==> src/rtl/intr_context_ctrl_pkg.sv <==
// Shared definitions for the interrupt context controller: core address
// width, default vector constant and the controller state encoding.
package intr_context_ctrl_pkg;

    // Instruction-memory word-address width used core-wide.
    localparam int unsigned CORE_IM_ADDR_BIT = 10;

    // Top-of-memory interrupt vector, in words.
    localparam logic [CORE_IM_ADDR_BIT-1:0] INTERRUPT_VECTOR_TOP_DIV4 =
        CORE_IM_ADDR_BIT'(10'h3F0);

    // Controller states (2-bit encoding).
    typedef enum logic [1:0] {
        ICC_IDLE    = 2'd0,
        ICC_ENTER   = 2'd1,
        ICC_SERVICE = 2'd2,
        ICC_RETURN  = 2'd3
    } icc_state_e;

endpackage

==> src/rtl/intr_context_ctrl_epc.sv <==
// intr_epc_stack: LIFO of saved resume PCs (EPCs).
//   clk, rst_n   : clock, async active-low reset
//   push         : store push_data on top (ignored when full)
//   pop          : drop the top entry (ignored when empty)
//   push_data    : PC to save
//   top_c        : current top entry (0 when empty), combinational
//   full_c       : stack holds DEPTH entries, combinational
//   empty_c      : stack holds no entries, combinational
module intr_epc_stack
    import intr_context_ctrl_pkg::*;
#(
    parameter int unsigned DEPTH = 1,
    parameter int unsigned AW    = CORE_IM_ADDR_BIT
) (
    input  logic          clk,
    input  logic          rst_n,
    input  logic          push,
    input  logic          pop,
    input  logic [AW-1:0] push_data,
    output logic [AW-1:0] top_c,
    output logic          full_c,
    output logic          empty_c
);

    localparam int unsigned DW = $clog2(DEPTH + 1);
    localparam int unsigned IW = (DEPTH > 1) ? $clog2(DEPTH) : 1;

    logic [AW-1:0] mem [DEPTH];
    logic [DW-1:0] depth;
    logic [IW-1:0] wr_idx;
    logic [IW-1:0] rd_idx;

    assign wr_idx  = IW'(depth);
    assign rd_idx  = IW'(depth - DW'(1));
    assign full_c  = (depth == DW'(DEPTH));
    assign empty_c = (depth == '0);
    assign top_c   = empty_c ? '0 : mem[rd_idx];

    // Push and pop never coincide in the controller; push takes priority.
    always_ff @(posedge clk or negedge rst_n) begin
        if (!rst_n) begin
            depth <= '0;
            for (int i = 0; i < int'(DEPTH); i++) begin
                mem[i] <= '0;
            end
        end else if (push && !full_c) begin
            mem[wr_idx] <= push_data;
            depth       <= depth + DW'(1);
        end else if (pop && !empty_c) begin
            depth <= depth - DW'(1);
        end
    end

endmodule

==> src/rtl/intr_context_ctrl.sv <==
// intr_context_ctrl: saves the resume PC on interrupt entry, redirects and
// flushes fetch to the vector, gates interrupts while in service and runs
// the ERET return sequence.
// Optional nesting: define INTR_NEST_EN to turn the EPC into a NEST_DEPTH
// deep stack that software re-enables with ie_set; otherwise one EPC slot.
// Ports:
//   clk, rst_n        : clock, async active-low reset
//   intr_jmp          : pending unmasked interrupt from the interrupt device
//   intr_jmp_addr     : vector word address
//   pc_resume         : PC the interrupted program resumes at
//   pipe_safe         : pipeline may be redirected this cycle
//   eret              : ERET committing this cycle
//   ie_set            : interrupt-enable instruction committing (nesting)
//   intr_en           : global interrupt enable to the device
//   eret_clear_en     : 1-cycle pulse, device clears the serviced request
//   pc_redirect       : 1-cycle pulse, PC-select takes pc_redirect_addr
//   pc_redirect_addr  : redirect target
//   flush             : 1-cycle pulse, squash IF/ID/EX
//   in_service        : at least one interrupt in service
//   spurious_eret     : sticky, ERET seen with nothing in service
module intr_context_ctrl
    import intr_context_ctrl_pkg::*;
#(
    parameter int unsigned IM_ADDR_BIT = CORE_IM_ADDR_BIT,
    parameter int unsigned NEST_DEPTH  = 4
) (
    input  logic                   clk,
    input  logic                   rst_n,
    input  logic                   intr_jmp,
    input  logic [IM_ADDR_BIT-1:0] intr_jmp_addr,
    input  logic [IM_ADDR_BIT-1:0] pc_resume,
    input  logic                   pipe_safe,
    input  logic                   eret,
    input  logic                   ie_set,
    output logic                   intr_en,
    output logic                   eret_clear_en,
    output logic                   pc_redirect,
    output logic [IM_ADDR_BIT-1:0] pc_redirect_addr,
    output logic                   flush,
    output logic                   in_service,
    output logic                   spurious_eret
);

`ifdef INTR_NEST_EN
    localparam int unsigned STACK_DEPTH = NEST_DEPTH;
`else
    // Nesting off: a single EPC slot (NEST_DEPTH is assumed >= 1).
    localparam int unsigned STACK_DEPTH = (NEST_DEPTH > 1) ? 1 : NEST_DEPTH;
`endif

    icc_state_e             state;
    logic                   accept_c;
    logic                   push_c;
    logic                   pop_c;
    logic [IM_ADDR_BIT-1:0] epc_top_c;
    logic                   stk_full_c;
    logic                   stk_empty_c;

    assign accept_c = intr_jmp && intr_en && pipe_safe;
    // ERET wins over a same-edge accept in SERVICE; a full stack blocks nesting.
    assign push_c   = accept_c && ((state == ICC_IDLE) ||
                                   ((state == ICC_SERVICE) && !eret && !stk_full_c));
    assign pop_c    = (state == ICC_SERVICE) && eret;

    intr_epc_stack #(
        .DEPTH (STACK_DEPTH),
        .AW    (IM_ADDR_BIT)
    ) u_epc_stack (
        .clk       (clk),
        .rst_n     (rst_n),
        .push      (push_c),
        .pop       (pop_c),
        .push_data (pc_resume),
        .top_c     (epc_top_c),
        .full_c    (stk_full_c),
        .empty_c   (stk_empty_c)
    );

    // Controller FSM with registered outputs; pulses default low every cycle.
    always_ff @(posedge clk or negedge rst_n) begin
        if (!rst_n) begin
            state            <= ICC_IDLE;
            intr_en          <= 1'b1;
            eret_clear_en    <= 1'b0;
            pc_redirect      <= 1'b0;
            pc_redirect_addr <= '0;
            flush            <= 1'b0;
            in_service       <= 1'b0;
            spurious_eret    <= 1'b0;
        end else begin
            pc_redirect   <= 1'b0;
            flush         <= 1'b0;
            eret_clear_en <= 1'b0;
            unique case (state)
                ICC_IDLE: begin
                    if (eret) begin
                        spurious_eret <= 1'b1;
                    end
                    if (push_c) begin
                        state            <= ICC_ENTER;
                        intr_en          <= 1'b0;
                        pc_redirect      <= 1'b1;
                        flush            <= 1'b1;
                        pc_redirect_addr <= intr_jmp_addr;
                        in_service       <= 1'b1;
                    end
                end
                ICC_ENTER: begin
                    if (eret) begin
                        spurious_eret <= 1'b1;
                    end
                    state <= ICC_SERVICE;
                end
                ICC_SERVICE: begin
                    if (pop_c) begin
                        state            <= ICC_RETURN;
                        intr_en          <= 1'b0;
                        pc_redirect      <= 1'b1;
                        flush            <= 1'b1;
                        eret_clear_en    <= 1'b1;
                        pc_redirect_addr <= epc_top_c;
                    end else if (push_c) begin
                        state            <= ICC_ENTER;
                        intr_en          <= 1'b0;
                        pc_redirect      <= 1'b1;
                        flush            <= 1'b1;
                        pc_redirect_addr <= intr_jmp_addr;
                    end else if (stk_full_c) begin
                        intr_en <= 1'b0;
                    end else if (ie_set) begin
                        intr_en <= 1'b1;
                    end
                end
                ICC_RETURN: begin
                    // Enable rises a cycle after eret_clear_en so the device
                    // has already retired the serviced request.
                    intr_en <= 1'b1;
                    if (stk_empty_c) begin
                        state      <= ICC_IDLE;
                        in_service <= 1'b0;
                    end else begin
                        state <= ICC_SERVICE;
                    end
                end
                default: state <= ICC_IDLE;
            endcase
        end
    end

endmodule

==> config.mk <==
export PLATFORM = sky130hd
export DESIGN_NAME = intr_context_ctrl
export DESIGN_NICKNAME = d
export VERILOG_FILES = /design/src/rtl/intr_context_ctrl_pkg.sv /design/src/rtl/intr_context_ctrl_epc.sv /design/src/rtl/intr_context_ctrl.sv
export SDC_FILE = /design/constraint.sdc
export NUM_CORES = 1
export LEC_CHECK = 0
export CAP_MARGIN = 10
export CORE_UTILIZATION = 50
export DETAILED_ROUTE_END_ITERATION = 10
export PLACE_DENSITY = 0.84
export SLEW_MARGIN = 30
export SYNTH_ARGS = -nofsm -noshare
export SYNTH_HDL_FRONTEND = slang
export SYNTH_SLANG_ARGS = --single-unit
==> constraint.sdc <==
create_clock -name clk -period 3.1 [get_ports clk]
set_clock_uncertainty 0.05 [all_clocks]
set_input_delay 0.465 -clock clk [delete_from_list [all_inputs] [get_ports clk]]
set_output_delay 0.465 -clock clk [all_outputs]
set_load 0.05 [all_outputs]
==> results.py <==
metrics = {
    "outcome": {
        "status": "completed",
    },
    "critical_path": {
        "worstPathMaxFanout": 11,
        "crit_start": "eret",
        "cp-end-kind": "flip-flop",
        "critical_path.max_stage_delay_ns": 0.62,
        "worst-r2r-setup-slack_ns": 0.85,
        "startpoint_type": "input port",
        "arrival_ns": 2.44,
        "worstSetupPathType": "input port to flip-flop",
        "crit_required_ns": 3.29,
        "r2r-start": "u_epc_stack.full_c",
        "r2r-end": "u_epc_stack.mem[5]",
        "crit_path_cell_trace": "clkdlybuf4s50_1 -> o21a_1 -> nor4_4 -> mux2_2",
        "r2r_cells": 3,
        "cp_slowest_cell": "nor4_4",
        "endpoint": "u_epc_stack.mem[5]",
    },
    "finish": {
        "multi_input_area_sq_um": 614,
        "antenna_cells": 0,
        "final_common_cell": "clkdlybuf4s50_1",
        "final-instance-count-excl-fill": 194,
        "drive_above_1_share_pct": 12.3,
        "final_cell_mix": "41 x clkdlybuf4s50_1, 27 x dfrtp_1, 19 x nor4_1, 10 x mux2_2",
        "fillers": 212,
        "syn2layout_area_growth_pct": 29.2,
        "final_nets": 190,
        "register_area_sq_um": 702,
    },
    "synthesis": {
        "synth-seq-cells": 28,
        "synthCells": 129,
        "ys.flop_type": "dfrtp_1",
        "ys_seq_area_share_pct": 49.2,
        "syn_area_per_cell_sq_um": 11.1,
        "synth_edf_count": 0,
        "yosys_warnings": 0,
        "async_reset_ff_share_pct": 100,
        "syn_area_sq_um": 1430,
        "syn-num-nets": 155,
        "synth_cell_types": 30,
    },
    "place": {
        "gp_congestion": 0.797,
        "dp.cells": 190,
        "portBuffers": 41,
        "dp_hpwl_um": 2350,
    },
    "sta": {
        "fin_crit_ns": 2.26,
        "slew_violations": 0,
        "finalHoldViolCount": 0,
        "setup_violations": 0,
        "slew_headroom_pct": 49.1,
        "rsz0062_at_grt": "no",
        "final.setup.tns_ns": 0,
        "tightest_slew_ns": 0.758,
        "fmax_ghz": 0.443,
        "fin_crit_sh_pct": 72.8,
    },
    "clocking": {
        "cts_buffers": 3,
        "clock-root-buffer": "clkbuf_4",
        "clk_path_buf_depth": 2,
        "htreeDepth": 1,
        "cts-hold-fix-buffers": 0,
        "postCtsSetupRepairBufs": 0,
        "cts_sinks": 28,
        "cts_resized": 0,
        "cts_tree": "done",
        "clock_latency_ns": 0.33,
        "clk_pin_slew_worst_paths_ns": 0.15,
    },
    "global_route": {
        "grt_remaining_overflow": 0,
        "grt_pass1_vias": 1227,
        "grt_use_total_pct": 24.0,
        "grt_pass1_wl_um": 5740,
        "antenna_found_initial": 0,
        "grt_max_degree": 20,
    },
    "power": {
        "power.density_nw_per_um2": 1050,
        "p_leak_nw": 0.733,
        "ir_worst_vdd_v": 0.000682,
    },
    "detailed_routing": {
        "wl_per_cell_um": 17.4,
        "viasPerCell": 6.30,
        "dr_total_vias": 1223,
        "totalWireLength_um": 3380,
        "drc_errors": 0,
        "detail-route-antenna-nets": 0,
        "first_iter_violations": 35,
        "dr.pass1.iters": 4,
    },
    "floorplan": {
        "die-width_um": 55.4,
        "row_count": 19,
        "start_util_pct": 52.2,
        "dieArea_sq_um": 3070,
        "die_height_um": 55.4,
        "ioPinCount": 42,
        "core_sq_um": 2730,
    },
    "worst_hold_path": {
        "worstHoldPathType": "flip-flop to flip-flop",
    },
    "flow_run": {
        "maxCapViolCount": 0,
    },
}
==> through the flow <==
step,worst slack (ns),cell area (sq um),total power (W),hold WS (ns),utilization [%]
6_report,0.842,1840,0.00193,0.430,67.4
2_1_floorplan,1.24,1430,0.00147,0.119,-
3_3_place_gp,0.521,1810,0.00172,0.393,66.1
5_1_grt,0.711,1840,0.00205,0.444,67.4
4_1_cts,0.829,1840,0.00194,0.432,67.4
3_5_place_dp,0.463,1810,0.00175,0.398,66.1
==> cell type report <==
type / count / share of cell area (%)
clock buffer: 4 / 1.97
inverter: 3 / 0.611
timing repair buffer: 45 / 23.9
multi-input combinational: 83 / 33.3
sequential: 28 / 38.1
tap: 31 / 2.10
==> state kept, by name, indices dropped and copies added (netlist names) <==
signal              cells
eret_clear_en           1
flush                   1
in_service              1
intr_en                 1
pc_redirect_addr       10
spurious_eret           1
state                   2
u_epc_stack.full_c      1
u_epc_stack.mem        10
==> critical path, delay by kind of cell <==
kind                   cells  cell delay [ns]
AOI/OAI and AO/OA          1             0.39
muxes                      1             0.42
buffers and inverters      1             0.55
and+or+nand+nor            1             0.62
==> logic make-up (layout without fill, tap and decap cells) <==
group | after synthesis | count (layout) | synth area share (%)
AND/OR/NAND/NOR | 43 | 43 | 18.9
buffers and inverters | 18 | 52 | 7.72
flip-flops | 28 | 28 | 49.2
AO/OA/AOI/OAI | 29 | 29 | 15.6
multiplexers | 11 | 11 | 8.60
==> where the power goes <==
group | leakage [nW] | internal, W | switching, W
sequential | 0.348 | 0.000536 | 0.000190
clock | 0.0210 | 0.0000719 | 0.000109
combinational | 0.363 | 0.000410 | 0.000615
total | 0.733 | 0.00102 | 0.000915
==> synth_stat cells, drive strengths merged, types with 2 or more instances <==
master,count,area [sq um]
dfrtp,27,676
nor2b,9,56.3
a211oi,9,67.6
o21ai,2,10.0
nor4,20,140
a21o,2,15.0
a221oi,9,78.8
buf,10,80.1
a21oi,2,10.0
inv,3,11.3
nand3,4,20.0
nand2,5,18.8
clkbuf,5,18.8
mux2,10,113
==> routing by layer <==
| metal | vias up | routed length, um | track usage [%] |
|---|---|---|---|
| li1 | 562 | - | - |
| met1 | 601 | 1430 | 33.4 |
| met5 | - | 0 | 0 |
| met4 | 0 | 46 | 9.64 |
| met2 | 54 | 1720 | 38.2 |
| met3 | 6 | 191 | 3.04 |
==> how the worst min path moves through the flow <==
| stage | cells after the start | from | to |
|---|---|---|---|
| 3_3_place_gp | 1 | spurious_eret | spurious_eret |
| 5_1_grt | 1 | spurious_eret | spurious_eret |
| 4_1_cts | 1 | spurious_eret | spurious_eret |
| 6_report | 1 | spurious_eret | spurious_eret |
| 3_5_place_dp | 1 | spurious_eret | spurious_eret |
| 2_1_floorplan | 0 | rst_n | eret_clear_en |
No activity file was read; power rests on OpenSTA's default activity.
